[src/rtl/tmds_encoder_nch.sv]
// Multi-channel TMDS/HDMI symbol encoder: DVI video and control, HDMI guard band and TERC4.
// Three register stages (byte + ones count, q_m + N1, output symbol + disparity); mode is shared.
module tmds_encoder_nch #(
    parameter int NUM_CH = 3,
    parameter int CNT_W  = 5
) (
    input  logic                    vga_clk,
    input  logic                    sys_rst,
    input  logic [1:0]              mode,
    input  logic [8*NUM_CH-1:0]     data_in,
    input  logic [2*NUM_CH-1:0]     ctrl_in,
    input  logic [4*NUM_CH-1:0]     terc4_in,
    output logic [10*NUM_CH-1:0]    data_out,
    output logic [CNT_W*NUM_CH-1:0] cnt_out
);
    localparam logic [1:0] MODE_CTRL  = 2'b00;
    localparam logic [1:0] MODE_VIDEO = 2'b01;
    localparam logic [1:0] MODE_GUARD = 2'b10;

    localparam logic [9:0] CTRL_TAB [4] = '{
        10'b1101010100, 10'b0010101011, 10'b0101010100, 10'b1010101011
    };
    localparam logic [9:0] TERC4_TAB [16] = '{
        10'b1010011100, 10'b1001100011, 10'b1011100100, 10'b1011100010,
        10'b0101110001, 10'b0100011110, 10'b0110001110, 10'b0100111100,
        10'b1011001100, 10'b0100111001, 10'b0110011100, 10'b1011000110,
        10'b1010001110, 10'b1001110001, 10'b0101100011, 10'b1011000011
    };

    generate
        if (CNT_W < 5) begin : g_bad_cnt_w
            $error("tmds_encoder_nch: CNT_W must be at least 5");
        end
        if (NUM_CH < 1) begin : g_bad_num_ch
            $error("tmds_encoder_nch: NUM_CH must be at least 1");
        end
    endgenerate

    // Shared stage controls; fill_* keeps data_out at 0 until the first post-reset sample arrives.
    logic [1:0] mode_s1_reg, mode_s2_reg;
    logic       fill_s1_reg, fill_s2_reg;

    always_ff @(posedge vga_clk or posedge sys_rst) begin
        if (sys_rst) begin
            mode_s1_reg <= MODE_CTRL;
            mode_s2_reg <= MODE_CTRL;
            fill_s1_reg <= 1'b0;
            fill_s2_reg <= 1'b0;
        end else begin
            mode_s1_reg <= mode;
            mode_s2_reg <= mode_s1_reg;
            fill_s1_reg <= 1'b1;
            fill_s2_reg <= fill_s1_reg;
        end
    end

    genvar gi;
    generate
        for (gi = 0; gi < NUM_CH; gi++) begin : g_ch
            localparam logic [9:0] GUARD_SYM = (gi % 2 == 0) ? 10'b1011001100 : 10'b0100110011;

            logic [7:0]              d_s1_reg;
            logic [3:0]              n1_s1_reg, n1_next;
            logic [1:0]              ctrl_s1_reg, ctrl_s2_reg;
            logic [3:0]              terc_s1_reg, terc_s2_reg;
            logic                    use_xnor;
            logic [8:0]              qm_next, qm_s2_reg;
            logic [3:0]              nq_next, nq_s2_reg;
            logic [9:0]              sym_reg, sym_next;
            logic signed [CNT_W-1:0] cnt_reg, cnt_next, nq_w, bal;

            always_comb begin
                n1_next = '0;
                for (int i = 0; i < 8; i++) begin
                    n1_next = n1_next + 4'(data_in[8*gi+i]);
                end
            end

            assign use_xnor = (n1_s1_reg > 4'd4) || ((n1_s1_reg == 4'd4) && !d_s1_reg[0]);

            always_comb begin
                qm_next    = '0;
                qm_next[0] = d_s1_reg[0];
                for (int i = 1; i < 8; i++) begin
                    qm_next[i] = use_xnor ? ~(qm_next[i-1] ^ d_s1_reg[i])
                                          :  (qm_next[i-1] ^ d_s1_reg[i]);
                end
                qm_next[8] = ~use_xnor;
                nq_next    = '0;
                for (int i = 0; i < 8; i++) begin
                    nq_next = nq_next + 4'(qm_next[i]);
                end
            end

            // bal = N1 - N0 = 2*N1 - 8; wrap in the intermediate shift cancels out modulo 2^CNT_W.
            assign nq_w = signed'(CNT_W'(nq_s2_reg));
            assign bal  = (nq_w <<< 1) - CNT_W'(8);

            always_comb begin
                sym_next = '0;
                cnt_next = '0;
                case (mode_s2_reg)
                    MODE_VIDEO: begin
                        if ((cnt_reg == '0) || (bal == '0)) begin
                            sym_next = {~qm_s2_reg[8], qm_s2_reg[8],
                                        qm_s2_reg[8] ? qm_s2_reg[7:0] : ~qm_s2_reg[7:0]};
                            cnt_next = qm_s2_reg[8] ? (cnt_reg + bal) : (cnt_reg - bal);
                        end else if (cnt_reg[CNT_W-1] == bal[CNT_W-1]) begin
                            sym_next = {1'b1, qm_s2_reg[8], ~qm_s2_reg[7:0]};
                            cnt_next = cnt_reg - bal + {{(CNT_W-2){1'b0}}, qm_s2_reg[8], 1'b0};
                        end else begin
                            sym_next = {1'b0, qm_s2_reg[8], qm_s2_reg[7:0]};
                            cnt_next = cnt_reg + bal - {{(CNT_W-2){1'b0}}, ~qm_s2_reg[8], 1'b0};
                        end
                    end
                    MODE_CTRL:  sym_next = CTRL_TAB[ctrl_s2_reg];
                    MODE_GUARD: sym_next = GUARD_SYM;
                    default:    sym_next = TERC4_TAB[terc_s2_reg];
                endcase
            end

            always_ff @(posedge vga_clk or posedge sys_rst) begin
                if (sys_rst) begin
                    d_s1_reg    <= '0;
                    n1_s1_reg   <= '0;
                    ctrl_s1_reg <= '0;
                    terc_s1_reg <= '0;
                    qm_s2_reg   <= '0;
                    nq_s2_reg   <= '0;
                    ctrl_s2_reg <= '0;
                    terc_s2_reg <= '0;
                    sym_reg     <= '0;
                    cnt_reg     <= '0;
                end else begin
                    d_s1_reg    <= data_in[8*gi +: 8];
                    n1_s1_reg   <= n1_next;
                    ctrl_s1_reg <= ctrl_in[2*gi +: 2];
                    terc_s1_reg <= terc4_in[4*gi +: 4];
                    qm_s2_reg   <= qm_next;
                    nq_s2_reg   <= nq_next;
                    ctrl_s2_reg <= ctrl_s1_reg;
                    terc_s2_reg <= terc_s1_reg;
                    if (fill_s2_reg) begin
                        sym_reg <= sym_next;
                        cnt_reg <= cnt_next;
                    end else begin
                        sym_reg <= '0;
                        cnt_reg <= '0;
                    end
                end
            end

            assign data_out[10*gi +: 10]      = sym_reg;
            assign cnt_out[CNT_W*gi +: CNT_W] = cnt_reg;
        end
    endgenerate
endmodule

[config.mk]
export PLATFORM = sky130hd
export DESIGN_NAME = tmds_encoder_nch
export DESIGN_NICKNAME = d
export VERILOG_FILES = /design/src/rtl/tmds_encoder_nch.sv
export SDC_FILE = /design/constraint.sdc
export NUM_CORES = 1
export LEC_CHECK = 0
export CAP_MARGIN = 15
export CORE_MARGIN = 2
export CORE_UTILIZATION = 51
export DETAILED_ROUTE_END_ITERATION = 10
export MAX_ROUTING_LAYER = met4
export PLACE_DENSITY = 0.77
export SKIP_CTS_REPAIR_TIMING = 1
export SLEW_MARGIN = 20
export SYNTH_ARGS = -nofsm -noshare
export SYNTH_HDL_FRONTEND = slang
export SYNTH_SLANG_ARGS = --single-unit
[constraint.sdc]
create_clock -name vga_clk -period 6.55 [get_ports vga_clk]
set_input_delay 1.31 -clock vga_clk [delete_from_list [all_inputs] [get_ports vga_clk]]
set_output_delay 1.31 -clock vga_clk [all_outputs]
set_load 0.02 [all_outputs]
==> results.json <==
{
  "rows": 48,
  "drc": 0,
  "fin_util_pct": 61.8,
  "synthCells": 809,
  "maxCapViolations": 0,
  "ys_seq_area_share_pct": 44.4,
  "hp-class": "register to register",
  "finalCritPeriodShare_pct": 61.9,
  "cts_tree": "done",
  "max_stage_delay_ns": 0.48,
  "fmaxAchievable_mhz": 247,
  "routabilityCongestion": 0.878,
  "grt-ovfl-total": 0,
  "cp_cell_sequence": "xnor2_1 -> xnor2_1 -> xor2_1 -> xnor2_1 -> xnor2_1 -> fa_1 -> inv_1 -> fa_1 -> inv_1 -> ha_1 -> inv_1 -> fa_1 -> inv_1",
  "crit_path_end_kind": "register",
  "drive_gt1_share_pct": 5.71,
  "p_leak_uw": 0.00489,
  "synth.cell_area_sq_um": 8960,
  "rsz0062_at_grt": "no",
  "track_usage_pct": 21.1,
  "tns_ns": 0,
  "drtIter0Drc": 359,
  "setup_slack_ns": 2.50,
  "syn-mean-instance-area_sq_um": 11.1,
  "clk_pin_slew_worst_paths_ns": 0.07,
  "worst_pin_slew_ns": 0.949,
  "synth_edf_count": 0,
  "worst-setup-path-type": "register to register",
  "dieArea_sq_um": 18600,
  "max-slew-margin-rel_pct": 36.1,
  "arrival_ns": 4.37,
  "timing.final.crit_period_ns": 4.05,
  "antenna_found_initial": 0,
  "numCtsBuffers": 17,
  "htree_num_levels": 4,
  "portBuffers": 87,
  "grt_pass1_vias": 5930,
  "dieWidth_um": 137,
  "syn_to_final_growth_pct": 18.8,
  "viasPerCell": 5.21,
  "synth_top_cell_area_share_pct": 44.4,
  "cp.depth": 13,
  "ys_ff_latch": 159,
  "finalSetupViolCount": 0,
  "max-clock-path-buffers": 2,
  "worst-r2r-cell-count": 13,
  "insertion_delay_ns": 0.43,
  "final_common_cell": "dfrtp_1",
  "pre_cts_ws_ns": 2.31,
  "maxSlewViolCount": 0,
  "io_pins": 91,
  "largest_reg_flops": 30,
  "ys.flop_type": "dfrtp_1",
  "grt_max_degree": 102,
  "dieHeight_um": 137,
  "first_pass_iters": 5,
  "synth_top_cell_by_area": "dfrtp_1",
  "grt_pass1_wl_um": 29200,
  "numClockSinks": 159,
  "drt.antenna.violating_nets": 0,
  "regArea_sq_um": 3980,
  "wl_per_cell_um": 15.6,
  "ys_warn_count": 0,
  "status": "finished clean",
  "diodes": 0,
  "synth_area_leaders": "dfrtp_1, ha_1, fa_1",
  "crit_path_start_kind": "register",
  "layout_common_cells": "dfrtp_1, inv_1, clkdlybuf4s50_1",
  "yosys.cell_types.count": 50,
  "cpMaxStageDelayCell": "fa_1",
  "fin_skew_ns": 0.00671,
  "hold_depth": 0,
  "crit_required_ns": 6.87,
  "hold_violations": 0,
  "ir_drop_mv": 0.279,
  "cts_root_buffer": "clkbuf_16",
  "path_delay_family": "XOR/XNOR gates",
  "final_nets": 1060,
  "cellPowerDensity_nw_per_um2": 496,
  "coreArea_sq_um": 17200,
  "path_buf_inv": 4,
  "multiInputGateArea_sq_um": 4500,
  "postSynth.asyncResetShare_pct": 100,
  "hpwlAfterDp_um": 12700,
  "nFillCells": 1373,
  "cp_max_fo": 4,
  "wl_um": 17700,
  "start_util_pct": 52.0,
  "dr_total_vias": 5915
}
[cell type report]
class                           instances  area share, %
Tap cell                              225           2.64
Clock inverter                         13           1.41
Clock buffer                           19           4.16
Timing Repair Buffer                   91           8.46
Inverter                              103           3.68
Sequential cell                       159           37.4
Multi-Input combinational cell        525           42.3
[cell families after synthesis]
kind of cell    after synthesis  share of synthesized area (%)
buf+inv                     127                           5.45
simple gates                128                           6.74
other cells                   2                         0.0838
xor+xnor                    102                           9.97
fa+ha+maj                   117                           19.5
flops                       159                           44.4
compound gates              158                           11.7
mux                          16                           2.12
[worst register-to-register path: cells and delay by family, from the launching register on]
kind | cells | cell delay (ns)
xor+xnor | 5 | 1.72
fa+ha+maj | 4 | 1.53
flops | 1 | 0.44
buf+inv | 4 | 0.26
[through the flow]
step | total power [uW] | instances | hold slack (ns) | cell area [sq um]
floorplan | 3600 | 811 | 0.331 | 8970
global placement | 4160 | 1103 | 0.332 | 10100
detailed placement | 4290 | 1103 | 0.335 | 10100
CTS | 5340 | 1135 | 0.348 | 10600
global route | 5820 | 1135 | 0.352 | 10600
finish | 5280 | 1135 | 0.344 | 10600
[Yosys cell counts, drive strengths merged (3+ instances only)]
cell and number:
nor2b 20, o21ai 31, o221ai 3, a21o 10
a31oi 9, nor2 48, and2 4, inv 103
a21boi 3, ha 79, o211ai 11, xnor2 75
fa 38, a221oi 9, mux2i 8, nand2b 8
xor2 27, mux2 8, nand3 3, nand2 33
nor3 4, a211oi 19, clkbuf 19, dfrtp 159
a21oi 45, buf 5
[per-layer routing]
layer  global-route usage, %  vias to the layer above  routed length (um)
li1                        -                     2842                   -
met1                    27.1                     2891                7860
met2                    33.4                      152                8830
met3                    4.15                       30                 686
met4                    7.58                        0                 334
met5                       -                        -                   0
[where the power goes]
group	switching [uW]	internal (uW)
Sequential	161	1210
Combinational	1550	1370
Clock	414	579
Total	2120	3160
[worst paths after layout]
kind | start | to | slack, ns
setup / recovery | g_ch[2].d_s1_reg[0]$_DFF_PP0_ | g_ch[2].nq_s2_reg[1]$_DFF_PP0_ | 2.50
hold / removal | g_ch[0].ctrl_s1_reg[1]$_DFF_PP0_ | g_ch[0].ctrl_s2_reg[1]$_DFF_PP0_ | 0.34
setup reg to reg | g_ch[2].d_s1_reg[0]$_DFF_PP0_ | g_ch[2].nq_s2_reg[1]$_DFF_PP0_ | 2.50
hold reg to reg | g_ch[0].ctrl_s1_reg[1]$_DFF_PP0_ | g_ch[0].ctrl_s2_reg[1]$_DFF_PP0_ | 0.34
max in group asynchronous | sys_rst | g_ch[1].ctrl_s1_reg[1]$_DFF_PP0_ | 3.85
min in group asynchronous | sys_rst | g_ch[0].d_s1_reg[1]$_DFF_PP0_ | 1.44
(Power assumes the default switching activity.)
